==> config.mk <==
export PLATFORM = sky130hd
export DESIGN_NAME = cache_arbiter
export DESIGN_NICKNAME = d
export VERILOG_FILES = /design/src/rtl/arb_pkg.sv /design/src/rtl/arb_select.sv /design/src/rtl/cache_arbiter.sv
export SDC_FILE = /design/constraint.sdc
export NUM_CORES = 1
export LEC_CHECK = 0
export BUFFER_PORTS_ARGS = -buffer_cell sky130_fd_sc_hd__buf_2
export CAP_MARGIN = 20
export CORE_AREA = 2 2 541 543
export CTS_CLUSTER_SIZE = 10
export DETAILED_ROUTE_END_ITERATION = 6
export DIE_AREA = 0 0 543 545
export HOLD_SLACK_MARGIN = 0.02
export PLACE_DENSITY = 0.3
export SLEW_MARGIN = 20
export SYNTH_ARGS = -nofsm -noshare
export SYNTH_HDL_FRONTEND = slang
export SYNTH_SLANG_ARGS = --single-unit
==> constraint.sdc <==
create_clock -name clk -period 9.1 [get_ports clk]
set_clock_uncertainty 0.05 [all_clocks]
set_input_delay 0.455 -clock clk [delete_from_list [all_inputs] [get_ports clk]]
set_output_delay 0.455 -clock clk [all_outputs]
set_load 0.005 [all_outputs]
==> src/rtl/arb_pkg.sv <==
// -----------------------------------------------------------------------------
// arb_pkg
// Shared types and default widths for the cache arbiter.
//   arb_state_t : arbiter FSM states
//   arb_src_t   : requester identity (instruction cache / data cache)
//   LINE_W_DEF  : default cacheline width in bits
//   ADDR_W_DEF  : default byte address width
// -----------------------------------------------------------------------------
package arb_pkg;

  localparam int LINE_W_DEF = 256;
  localparam int ADDR_W_DEF = 32;

  typedef enum logic [1:0] {
    IDLE    = 2'd0,
    SERVE_I = 2'd1,
    SERVE_D = 2'd2,
    DONE    = 2'd3
  } arb_state_t;

  typedef enum logic {
    SRC_I = 1'b0,
    SRC_D = 1'b1
  } arb_src_t;

endpackage

==> src/rtl/arb_select.sv <==
// -----------------------------------------------------------------------------
// arb_select
// Combinational winner selection between the instruction and data caches.
//   i_req     in  : instruction cache has a pending request
//   d_req     in  : data cache has a pending request (read or write)
//   last_src  in  : requester served most recently
//   sel_valid out : at least one request pending
//   sel_src   out : winning requester
// On a tie the requester that was not served last wins. Tying last_src to
// SRC_I gives fixed priority to the data cache.
// -----------------------------------------------------------------------------
module arb_select
  import arb_pkg::*;
(
  input  logic     i_req,
  input  logic     d_req,
  input  arb_src_t last_src,
  output logic     sel_valid,
  output arb_src_t sel_src
);

  always_comb begin
    sel_valid = i_req | d_req;
    sel_src   = SRC_I;
    if (i_req && d_req) begin
      sel_src = (last_src == SRC_D) ? SRC_I : SRC_D;
    end else if (d_req) begin
      sel_src = SRC_D;
    end
  end

endmodule

==> src/rtl/cache_arbiter.sv <==
// -----------------------------------------------------------------------------
// cache_arbiter
// Arbitrates instruction-cache fills and data-cache fills/writebacks onto a
// single downstream line interface.
//   clk, rst                 : clock, asynchronous active-high reset
//   icache_read/address      : instruction fill request
//   icache_rdata/resp        : instruction fill data / completion pulse
//   dcache_read/write/address/wdata : data fill / writeback request
//   dcache_rdata/resp        : data fill data / completion pulse
//   mem_read/write/address/wdata    : downstream request (registered)
//   mem_rdata/resp           : downstream read data / completion pulse
// Build option: define ARB_RR_EN for round-robin tie breaking with a 1-bit
// last-served pointer; otherwise the data cache always wins a tie.
//
// state   | meaning
// --------+------------------------------------------------------------
// IDLE    | sample requests, grant the winner on the next edge
// SERVE_I | downstream request for icache held until mem_resp
// SERVE_D | downstream request for dcache held until mem_resp
// DONE    | one quiet cycle; requests ignored while requesters deassert
// -----------------------------------------------------------------------------
module cache_arbiter
  import arb_pkg::*;
#(
  parameter int LINE_W = LINE_W_DEF,
  parameter int ADDR_W = ADDR_W_DEF
) (
  input  logic              clk,
  input  logic              rst,
  input  logic              icache_read,
  input  logic [ADDR_W-1:0] icache_address,
  output logic [LINE_W-1:0] icache_rdata,
  output logic              icache_resp,
  input  logic              dcache_read,
  input  logic              dcache_write,
  input  logic [ADDR_W-1:0] dcache_address,
  input  logic [LINE_W-1:0] dcache_wdata,
  output logic [LINE_W-1:0] dcache_rdata,
  output logic              dcache_resp,
  output logic              mem_read,
  output logic              mem_write,
  output logic [ADDR_W-1:0] mem_address,
  output logic [LINE_W-1:0] mem_wdata,
  input  logic [LINE_W-1:0] mem_rdata,
  input  logic              mem_resp
);

  arb_state_t        state, state_nxt;
  arb_src_t          last_src;
  arb_src_t          sel_src;
  logic              sel_valid;
  logic              grant;

  logic [ADDR_W-1:0] addr_q;
  logic [LINE_W-1:0] wdata_q;
  logic              rd_q;
  logic              wr_q;

  arb_select u_select (
    .i_req     (icache_read),
    .d_req     (dcache_read | dcache_write),
    .last_src  (last_src),
    .sel_valid (sel_valid),
    .sel_src   (sel_src)
  );

  assign grant = (state == IDLE) && sel_valid;

`ifdef ARB_RR_EN
  always_ff @(posedge clk or posedge rst) begin
    if (rst) begin
      last_src <= SRC_D;
    end else if (grant) begin
      last_src <= sel_src;
    end
  end
`else
  // Pretending icache was served last makes every tie go to dcache.
  assign last_src = SRC_I;
`endif

  always_ff @(posedge clk or posedge rst) begin
    if (rst) begin
      state <= IDLE;
    end else begin
      state <= state_nxt;
    end
  end

  always_comb begin
    state_nxt = state;
    case (state)
      IDLE: begin
        if (sel_valid) begin
          state_nxt = (sel_src == SRC_D) ? SERVE_D : SERVE_I;
        end
      end
      SERVE_I, SERVE_D: begin
        if (mem_resp) begin
          state_nxt = DONE;
        end
      end
      DONE:    state_nxt = IDLE;
      default: state_nxt = IDLE;
    endcase
  end

  // Winner's request is captured at grant; downstream outputs use only these.
  // A simultaneous dcache read+write is captured as a write.
  always_ff @(posedge clk or posedge rst) begin
    if (rst) begin
      addr_q  <= '0;
      wdata_q <= '0;
      rd_q    <= 1'b0;
      wr_q    <= 1'b0;
    end else if (grant) begin
      if (sel_src == SRC_D) begin
        addr_q  <= dcache_address;
        wdata_q <= dcache_wdata;
        rd_q    <= ~dcache_write;
        wr_q    <= dcache_write;
      end else begin
        addr_q  <= icache_address;
        wdata_q <= '0;
        rd_q    <= 1'b1;
        wr_q    <= 1'b0;
      end
    end
  end

  always_comb begin
    mem_read     = 1'b0;
    mem_write    = 1'b0;
    mem_address  = addr_q;
    mem_wdata    = wdata_q;
    icache_resp  = 1'b0;
    icache_rdata = '0;
    dcache_resp  = 1'b0;
    dcache_rdata = '0;
    case (state)
      SERVE_I: begin
        mem_read  = rd_q;
        mem_write = wr_q;
        if (mem_resp) begin
          icache_resp  = 1'b1;
          icache_rdata = mem_rdata;
        end
      end
      SERVE_D: begin
        mem_read  = rd_q;
        mem_write = wr_q;
        if (mem_resp) begin
          dcache_resp  = 1'b1;
          dcache_rdata = mem_rdata;
        end
      end
      default: ;
    endcase
  end

`ifndef SYNTHESIS
  always_ff @(posedge clk) begin
    if (!rst) begin
      assert (!(dcache_read && dcache_write))
        else $warning("cache_arbiter: dcache_read and dcache_write both high, treated as write");
    end
  end
`endif

endmodule

After elaboration in Yosys (flattened, before gate mapping) --
Index checks and enable logic that the tools add are counted. W data, S select, Z words.
Cells by class: bitwise logic cells 3, equality and inequality tests 5, mux-type cells 18, reductions and logical operators 5
Operator list (number):
- $mux W256 | 4
- $mux W32 | 1
- $mux W1 | 9
- $mux W2 | 3
- $pmux W2 S3 | 1
- $eq A2 B2 Y1 const B | 2
- $eq A2 B1 Y1 const B | 1
- $logic_and A1 B1 Y1 | 2
- $logic_not A2 Y1 | 1
- $ne A2 B1 Y1 const B | 1
- $ne A2 B2 Y1 const B | 1
- $or A1 B1 Y1 | 2
- $reduce_and A2 Y1 | 1
- $reduce_or A2 Y1 | 1
- $not A1 Y1 | 1
Storage, ports and cells: register bits after elaboration 292, logic and storage cells 36

Logic depth before layout (Yosys ltp) --
depth in word-level cells 6, mapped depth 7

Hierarchy --
Synthesis repeated with hierarchy kept, for this count alone.
Second synthesis, totals: cell total of the unflattened synthesis 1908, area total of the unflattened synthesis 15652.5 um^2
Modules (own cells, without submodules):
- cache_arbiter | instances 1, seq. area each 7307.0 um^2, area an instance 15638.7 um^2, cells each 1906
- arb_select | instances 1, seq. area each 0.0 um^2, area an instance 13.8 um^2, cells each 2

Worst setup path after synthesis --
No wires, ideal clock.
path type register -> output, start register state[0], end output dcache_rdata[100], stages on the path, launching flop included 6, path buffers 2, data required time 8.595 ns, path slack 7.267 ns, arrival 1.328 ns, cell sequence dfrtp_1 inv_1 ha_1 clkbuf_1 clkbuf_1 and3_1
Between the ends: longest elaborated chain between the ends 2
Ends and longest elaborated chain:
- start: declaration | line cache_arbiter.sv:48 | arb_state_t state, state_nxt;
- start signal: assignment | line cache_arbiter.sv:86 | state <= state_nxt;
- $eq A2 B2 Y1 | line cache_arbiter.sv:140 | case (state)
- $mux W256 | line cache_arbiter.sv:140
- end: declaration | line cache_arbiter.sv:38 | output logic [LINE_W-1:0] dcache_rdata,
Every way passes these cells.

Worst setup path after layout --
start register state[0], end output dcache_rdata[224]
The elaborated chain is that of the path after synthesis.

==> parameters.txt <==
Parameter                              Value

Logic synthesis
  Post-synthesis instance total    1363
  Synthesis warning total    0
  Number of enable flip-flop cells after synthesis    0
  Fraction of post-synthesis cell area in the top cell type by area    between 50% and 60%
  Leading cell type by number of instances after synthesis    and3_1
  Post-synth cell types    20
  Dominant cells by area after synthesis    dfrtp_1, and3_1, a22o_1
  Post-synthesis cell area    14400 um^2
  Synth top cells by count    and3_1, dfrtp_1, a22o_1
  Synthesis-stage register bit count    292
  Number of nets in the synthesized netlist    1949
  Cell taking the most area after synthesis    dfrtp_1
  Syn avg cell area    10.5 um^2
  Top flip-flop cell by instance count after synthesis    dfrtp_1
  Seq/Total Area, Yosys    50.9%
  Share of synthesized registers carrying an async set or reset    100%

Finish
  Final design instance area without fill    29100 um^2
  Proportion of layout cells with a drive suffix above 1    51.2%
  Count of filler cells inserted in the layout    between 30000 and 40000
  Layout Nets    3430
  Area growth, synth to finish    102%

Timing
  Maximum operating frequency    243 MHz
  Number of slew-limit violations in the final report    0
  Final count of negative-setup-slack endpoints    0
  Final min period    4.11 ns
  Total count of hold-check failures in the final report    0
  Setup repair after global routing missed its margin    false
  Worst-case headroom to the max-slew limit    a little under a quarter
  Final period util    45.1%
  TNS Setup    0 ns
  Transition at the pin with the smallest max-transition slack    around 1.1 ns
  Final Hold Slack    roughly 0.078 ns

Global routing
  Global-route wire length before repair    about 210 mm
  GR Util All Layers    between 10% and 20%
  Number of global-route vias before repair    18200
  Initial antenna violation count    170
  Largest net degree at the start of global routing    207
  Global-route congestion overflow total    0

Placement
  Routability Congestion    0.902
  Post-placement cell area    around 26000 um^2
  Placed wire-length estimate after detailed placement    151 mm
  Buffers on Ports    1385

Detailed routing
  Detail Route Antenna Nets    0
  First-iteration detailed-routing DRC count    1549
  Final wirelength    173 mm
  Count of unresolved DRC violations after routing    0
  Routed via count    19000
  Detailed-route wire length per cell    25.6 um
  Via density    2.80
  Length of the first detailed-routing pass in iterations    5

Min path
  Hold Path Depth    2
  Tightest Hold Check Type    input port to register

Worst setup path
  Cells along the critical path    inv_1 -> ha_4 -> buf_12 -> buf_4 -> and3_1 -> buf_2
  Crit path max-delay cell type    buf_4
  CP Class    register to output port
  Stages on worst setup path    6
  Required time worst endpoint    8.60 ns
  Category of cells accounting for the largest share of critical-path delay    buffers and inverters
  Peak per-stage delay on the critical path    0.61 ns
  Register-to-Register Setup Slack    5.70 ns
  Count of buffering cells on the critical path with inverters included    4
  Type of element capturing the critical path    output port
  R2R cell count    7
  Max FO, Critical Path    155
  Startpoint type of the worst setup path    register
  Data arrival time of the critical path    3.60 ns

Floorplanning
  X dimension of the die    543 um
  Die footprint    296000 um^2
  Initial core utilization    around 5%
  Rows    a little under 200
  I/O pin count    1386
  Height of the die    ~550 um
  Core ar.    between 200000 and 300000 um^2

Clock tree
  Clock slew seen by the registers of the worst setup and hold paths    0.06 ns
  Clock sink count    292
  Clock root buffer    clkbuf_16
  CTS tree    built
  Buffer levels on the longest clock path    3
  Number of setup buffers added after CTS    0
  Number of H-tree levels    2
  Clock latency at the later pin of the worst-skew pair    around 0.57 ns
  Number of CTS-inserted buffers    40

Pwr
  Power Dens Cells    267 nW/um^2
  Worst IR Drop VDD    0.153 mV
  Standby leakage power    between 15 and 20 nW

Run status
  Result of the run    finished clean

Job
  Number of max-cap violations    0
[state kept, by name (all words and copies together) (netlist names)]
name and flops:
mem_wdata 256, mem_address 32, state 2, rd_q 1, wr_q 1
[final timing paths]
kind | startpoint | end
max | state[0] | dcache_rdata[224]
min | dcache_wdata[195] | mem_wdata[195]
max reg2reg | state[0] | mem_wdata[4]
min reg2reg | wr_q | wr_q
max in group asynchronous | rst | mem_address[2]
min in group asynchronous | rst | mem_wdata[34]
[per-stage QoR]
stage               cells  power, mW  util [%]  setup WS [ns]
CTS                  6768       7.98      10.0           5.14
global placement     6487       6.26      8.83           5.64
floorplan            1363       3.81         -          0.533
global route         6772       8.38      10.0           4.95
detailed placement   6487       6.23      8.83           5.69
finish               6784       7.76      10.0           4.99
[power breakdown]
part           switching [mW]  total, mW  internal [mW]
clock                   0.648       1.57          0.922
combinational            2.39       3.91           1.52
sequential              0.388       2.28           1.90
total                    3.42       7.76           4.33
[layout make-up]
type / count / area [um^2] / area share, %
antenna: 16 / 40.0 / 0.138
clock buffer: 56 / 1130 / 3.90
clock inverter: 10 / 121 / 0.418
inverter: 5 / 26.3 / 0.0904
multi-input combinational: 886 / 6260 / 21.5
sequential: 292 / 7310 / 25.1
tap: 3900 / 4880 / 16.8
timing repair buffer: 1619 / 9300 / 32.0
[per-layer routing]
metal | global-route usage, % | vias up | wire [um]
met3 | 5.81 | 402 | 23000
met2 | 18.1 | 1420 | 78900
li1 | - | 8053 | -
met1 | 11.9 | 9089 | 63000
met4 | 4.19 | 36 | 8320
met5 | 0 | - | 239
[cell usage in the layout (no fill, tap or decap), drive strengths merged, types with 16 or more instances in the layout]
| cell | instances |
|---|---|
| diode | 16 |
| and3 | 512 |
| dlygate4sd3 | 215 |
| mux2i | 34 |
| a22o | 256 |
| buf | 1404 |
| clkbuf | 56 |
| dfrtp | 292 |
| o21ai | 33 |
| nand2 | 36 |
[timing repair]
item	4_1_cts	5_1_grt
resized for setup	0	0
hold buffers	215	0
hold endpoints to repair	286	0
[logic make-up (layout without fill, tap and decap cells)]
group                      Yosys count  after routing  synth area share [%]
muxes                               35             35                  2.45
adders and majority gates            4              4                 0.349
buffers and inverters              185           1690                  5.75
DFF                                292            292                  50.9
AOI/OAI and AO/OA                  292            292                  17.0
and+or+nand+nor                    555            555                  23.6
other                                0             16                     0
(Power assumes the default switching activity.)
